**src/rtl/ch0re_ifetch.sv**
```systemverilog
// Instruction fetch front end: one outstanding memory request at a time,
// a two-entry {pc, instr, err} queue feeding the decoder, and a redirect
// path that flushes the queue and discards any response still in flight.
module ch0re_ifetch #(
  parameter logic [63:0] RESET_PC = 64'h0
) (
  input  logic        clk,
  input  logic        rst,
  output logic        o_imem_req,
  output logic [63:0] o_imem_addr,
  input  logic        i_imem_gnt,
  input  logic        i_imem_rvalid,
  input  logic [31:0] i_imem_rdata,
  input  logic        i_imem_err,
  input  logic        i_pl_stall,
  input  logic        i_redirect,
  input  logic [63:0] i_redirect_pc,
  output logic        o_valid,
  output logic [31:0] o_instr,
  output logic [63:0] o_pc,
  output logic        o_fetch_err
);

  // FETCH: may issue; WAIT: response owed and wanted; DROP: response owed but stale
  typedef enum logic [1:0] {
    FETCH = 2'd0,
    WAIT  = 2'd1,
    DROP  = 2'd2
  } state_t;

  state_t      state;
  state_t      state_next;
  logic [63:0] fetch_pc;
  logic [63:0] req_pc;
  logic [63:0] redirect_target;

  logic [63:0] fifo_pc    [2];
  logic [31:0] fifo_instr [2];
  logic        fifo_err   [2];
  logic        rd_ptr;
  logic        wr_ptr;
  logic [1:0]  count;

  logic        req;
  logic        grant;
  logic        push;
  logic        pop;

  // Request/push/pop qualifiers; a redirect suppresses all three in its cycle.
  // Outstanding is zero whenever state is FETCH, so occupancy alone gates req.
  always_comb begin
    req             = 1'b0;
    grant           = 1'b0;
    push            = 1'b0;
    pop             = 1'b0;
    redirect_target = i_redirect_pc & ~64'h3;
    if (!rst && (state == FETCH) && (count < 2'd2) && !i_redirect) begin
      req = 1'b1;
    end else begin
      req = 1'b0;
    end
    grant = req & i_imem_gnt;
    push  = (state == WAIT) & i_imem_rvalid & ~i_redirect;
    pop   = (count != 2'd0) & ~i_pl_stall & ~i_redirect;
  end

  // Next-state logic for the fetch FSM.
  always_comb begin
    state_next = state;
    case (state)
      FETCH: begin
        if (grant) begin
          state_next = WAIT;
        end else begin
          state_next = FETCH;
        end
      end
      WAIT: begin
        if (i_imem_rvalid) begin
          state_next = FETCH;
        end else if (i_redirect) begin
          state_next = DROP;
        end else begin
          state_next = WAIT;
        end
      end
      DROP: begin
        if (i_imem_rvalid) begin
          state_next = FETCH;
        end else begin
          state_next = DROP;
        end
      end
      default: begin
        state_next = FETCH;
      end
    endcase
  end

  // FSM state, fetch address and the address of the request in flight.
  always_ff @(posedge clk or posedge rst) begin
    if (rst) begin
      state    <= FETCH;
      fetch_pc <= RESET_PC;
      req_pc   <= RESET_PC;
    end else begin
      state <= state_next;
      if (i_redirect) begin
        fetch_pc <= redirect_target;
      end else if (grant) begin
        fetch_pc <= fetch_pc + 64'd4;
        req_pc   <= fetch_pc;
      end
    end
  end

  // Instruction queue; a redirect empties it ahead of any push or pop.
  always_ff @(posedge clk or posedge rst) begin
    if (rst) begin
      rd_ptr <= 1'b0;
      wr_ptr <= 1'b0;
      count  <= 2'd0;
      for (int i = 0; i < 2; i++) begin
        fifo_pc[i]    <= 64'h0;
        fifo_instr[i] <= 32'h0;
        fifo_err[i]   <= 1'b0;
      end
    end else if (i_redirect) begin
      rd_ptr <= 1'b0;
      wr_ptr <= 1'b0;
      count  <= 2'd0;
    end else begin
      if (push) begin
        fifo_pc[wr_ptr]    <= req_pc;
        fifo_instr[wr_ptr] <= i_imem_err ? 32'h0 : i_imem_rdata;
        fifo_err[wr_ptr]   <= i_imem_err;
        wr_ptr             <= ~wr_ptr;
      end
      if (pop) begin
        rd_ptr <= ~rd_ptr;
      end
      case ({push, pop})
        2'b10:   count <= count + 2'd1;
        2'b01:   count <= count - 2'd1;
        default: count <= count;
      endcase
    end
  end

  assign o_imem_req  = req;
  assign o_imem_addr = fetch_pc;
  assign o_valid     = (count != 2'd0);
  assign o_instr     = fifo_instr[rd_ptr];
  assign o_pc        = fifo_pc[rd_ptr];
  assign o_fetch_err = fifo_err[rd_ptr];

endmodule
```
**config.mk**
```make
export PLATFORM = sky130hd
export DESIGN_NAME = ch0re_ifetch
export DESIGN_NICKNAME = d
export VERILOG_FILES = /design/src/rtl/ch0re_ifetch.sv
export SDC_FILE = /design/constraint.sdc
export NUM_CORES = 1
export LEC_CHECK = 0
export BUFFER_PORTS_ARGS = -buffer_cell sky130_fd_sc_hd__buf_4
export CAP_MARGIN = 20
export CORE_UTILIZATION = 45
export CTS_CLUSTER_DIAMETER = 60
export DETAILED_ROUTE_END_ITERATION = 16
export PLACE_DENSITY = 0.63
export SYNTH_ARGS = -nofsm -noshare
export SYNTH_HDL_FRONTEND = slang
export SYNTH_SLANG_ARGS = --single-unit
```
**constraint.sdc**
```tcl
create_clock -name clk -period 23.3 [get_ports clk]
set_clock_uncertainty 0.05 [all_clocks]
set_input_delay 1.165 -clock clk [delete_from_list [all_inputs] [get_ports clk]]
set_output_delay 1.165 -clock clk [all_outputs]
set_load 0.05 [all_outputs]
```
==> results_dict.tcl <==
set metrics [dict create \
    grt_pass1_wl_um 67400 \
    fin_crit_sh 0.174 \
    fp.coreArea_um2 32700 \
    placed_cell_area_um2 17300 \
    hold_class "reg2reg" \
    hpwl_um 27000 \
    fill_cells 2975 \
    setup_slack_ps 19260 \
    ir_drop_uv 67.2 \
    dpl_worst_slack_ps 18870 \
    yosysWarnings 0 \
    wl_um 42500 \
    via_count 12043 \
    avgSynthCellArea_um2 10.1 \
    use_met3 0.0561 \
    tightestPinTransition_ps 981 \
    whs_ps 416 \
    clk_pin_slew_worst_paths_ps 50 \
    ant_nets 0 \
    yosysUniqueCellTypes 53 \
    intPower_mw 1.17 \
    ys.flop_type "dfrtp_1" \
    seq_area_um2 8010 \
    power_density_nw_per_um2 96.7 \
    worstSkewPairLatency_ps 520 \
    hold_viol_final 0 \
    first_pass_iters 7 \
    dieWidth_um 185 \
    dr.first_iter.drc_count 841 \
    nNetsFinal 1819 \
    endpoint_kind "primary output" \
    critical_path_arrival_ps 2830 \
    root_buffer "clkbuf_16" \
    yosys-top-cells-count "433 x nand2_1, 320 x dfrtp_1, 184 x mux2_2, 75 x clkbuf_1, 61 x o21ai_0" \
    htree_levels 2 \
    rsz0062_at_grt "false" \
    syn_area_um2 15000 \
    crit_type "reg2out" \
    synth-seq-cells 320 \
    pwr-share-clk 0.333 \
    worstPathRequired_ps 22090 \
    cts_tree "done" \
    fmax_mhz 247 \
    leakagePower_nw 9.24 \
    wire_per_inst_um 19.5 \
    clockBufferDepth 3 \
    initial_core_util 0.459 \
    drv_slew 0 \
    grt_use_total 0.253 \
    pwr-share-seq 0.395 \
    maxSlewHeadroom 0.340 \
    setup_violations 0 \
    synth_edf_count 0 \
    async_flop_share 1.00 \
    overflow 0 \
    vias_per_cell 5.51 \
    cp-start-kind "register" \
    synthMostInstantiatedCell "nand2_1" \
    first_global_vias 12015 \
    use_met1 0.345 \
    synth_top_area_share 0.534 \
    cts_num_sinks 320 \
    synth-seq-area-share 0.534 \
    fin_setup_tns_ps 0 \
    status "completed" \
    die_h_um 185 \
    area_growth_syn_to_layout_pct 23.9 \
    fin_area_um2 18600 \
    synth.top_cells.by_area "dfrtp_1 53%, mux2_2 14%, nand2_1 11%, o21ai_0 2.0%, clkbuf_1 1.9%" \
    die-area_um2 34100 \
    multi_input_area_um2 6590 \
    grt_busiest_layer "met2" \
    crit_path_max_fanout 55 \
    postCtsSetupRepairBufs 0 \
    io_pins 266 \
    place_congestion 0.795 \
    antenna_found_initial 3 \
    p_sw_frac 0.348 \
    drive_gt1_frac 0.310 \
    synthCells 1492 \
    grt_use_met2 0.408 \
    min_period_ps 4040 \
    grt_max_degree 172 \
    fp-row-count 66 \
    drc_errors 0 \
    comb_power_share 0.272 \
    drv_cap 0 \
    hold_buffers 0 \
    ctsResizeCount 0 \
    cts_inserted_buffers 38 \
    yosysTopAreaCell "dfrtp_1" \
    p_sw_mw 0.625 \
    io_buffers 259 \
]
metrics by stage:
step           std cells  utilization  power [mW]
2_1_floorplan       1495            -        1.05
3_3_place_gp        2115        0.529        1.20
3_5_place_dp        2115        0.529        1.21
4_1_cts             2181        0.567        1.81
5_1_grt             2183        0.568        1.88
6_report            2184        0.569        1.80
metal layers:
metal,up-vias,wire length (um)
met5,-,26
met3,71,3120
met1,5973,18500
met2,357,19900
met4,4,971
li1,5638,-
final timing paths:
path / start / slack, ps / cells past startpoint / end
max: rd_ptr$_DFFE_PP0P_ / 19260 / 3 / o_pc[48]
min: fifo_pc[105]$_DFFE_PP0P_ / 420 / 2 / fifo_pc[105]$_DFFE_PP0P_
max in group asynchronous: rst / 21280 / 3 / fifo_pc[41]$_DFFE_PP0P_
min reg2reg: fifo_pc[105]$_DFFE_PP0P_ / 420 / 2 / fifo_pc[105]$_DFFE_PP0P_
min in group asynchronous: rst / 630 / 2 / fifo_instr[20]$_DFFE_PP0P_
max reg2reg: count[1]$_DFFE_PP0P_ / 19870 / 6 / o_imem_addr[8]$_DFFE_PP0P_
area by class of cell:
cell class,count,share of cell area
antenna,1,0.000135
clock buffer,54,0.0600
clock inverter,12,0.00787
inverter,14,0.00323
multi-input combinational,1064,0.354
sequential,320,0.431
tap,442,0.0297
timing repair buffer,277,0.114
power by group through the flow:
stage | Sequential, mW | Clock [mW] | Combinational (mW)
global route | 0.723 | 0.634 | 0.520
finish | 0.710 | 0.599 | 0.489
CTS | 0.710 | 0.610 | 0.492
floorplan | 0.737 | 0 | 0.316
global placement | 0.715 | 0 | 0.486
detailed placement | 0.719 | 0 | 0.490
worst max-delay path: stages (launching register included):
cell and delay [ps]:
dfrtp_4 820, buf_4 810, mux2_2 460, buf_4 200
cells by family (layout without fill, tap and decap cells):
family / count (synthesis) / count (layout) / synth area share
compound gates: 164 / 164 / 0.0740
xor+xnor: 4 / 4 / 0.00233
flops: 320 / 320 / 0.534
fa+ha+maj: 1 / 1 / 0.000833
buf+inv: 111 / 357 / 0.0304
simple gates: 694 / 694 / 0.212
mux: 197 / 197 / 0.147
other cells: 1 / 5 / 0.000250
cells in the final DEF (no fill, tap or decap), types with 9 or more instances in the layout:
| cell type | instances |
|---|---|
| nand2_1 | 433 |
| dfrtp_1 | 319 |
| buf_4 | 274 |
| mux2_2 | 184 |
| o21ai_0 | 61 |
| nand3_1 | 50 |
| clkbuf_16 | 41 |
| nand4_1 | 40 |
| nor2_1 | 35 |
| nand2b_1 | 22 |
| nor2b_1 | 19 |
| o211ai_1 | 16 |
| and2_1 | 16 |
| nor4_1 | 14 |
| nor3_1 | 14 |
| inv_1 | 13 |
| or4_1 | 13 |
| mux2i_1 | 13 |
| a21o_1 | 12 |
| o311ai_0 | 11 |
| a22oi_1 | 11 |
| a221o_1 | 10 |
| o311ai_1 | 9 |
| clkbuf_1 | 9 |
flip-flops by register name, indices dropped and copies added (netlist names):
| name | flops |
|---|---|
| state | 2 |
| req_pc | 62 |
| count | 2 |
| wr_ptr | 1 |
| fifo_pc | 124 |
| rd_ptr | 1 |
| fifo_err | 2 |
| fifo_instr | 64 |
| o_imem_addr | 62 |
No activity file was read; power rests on OpenSTA's default activity.
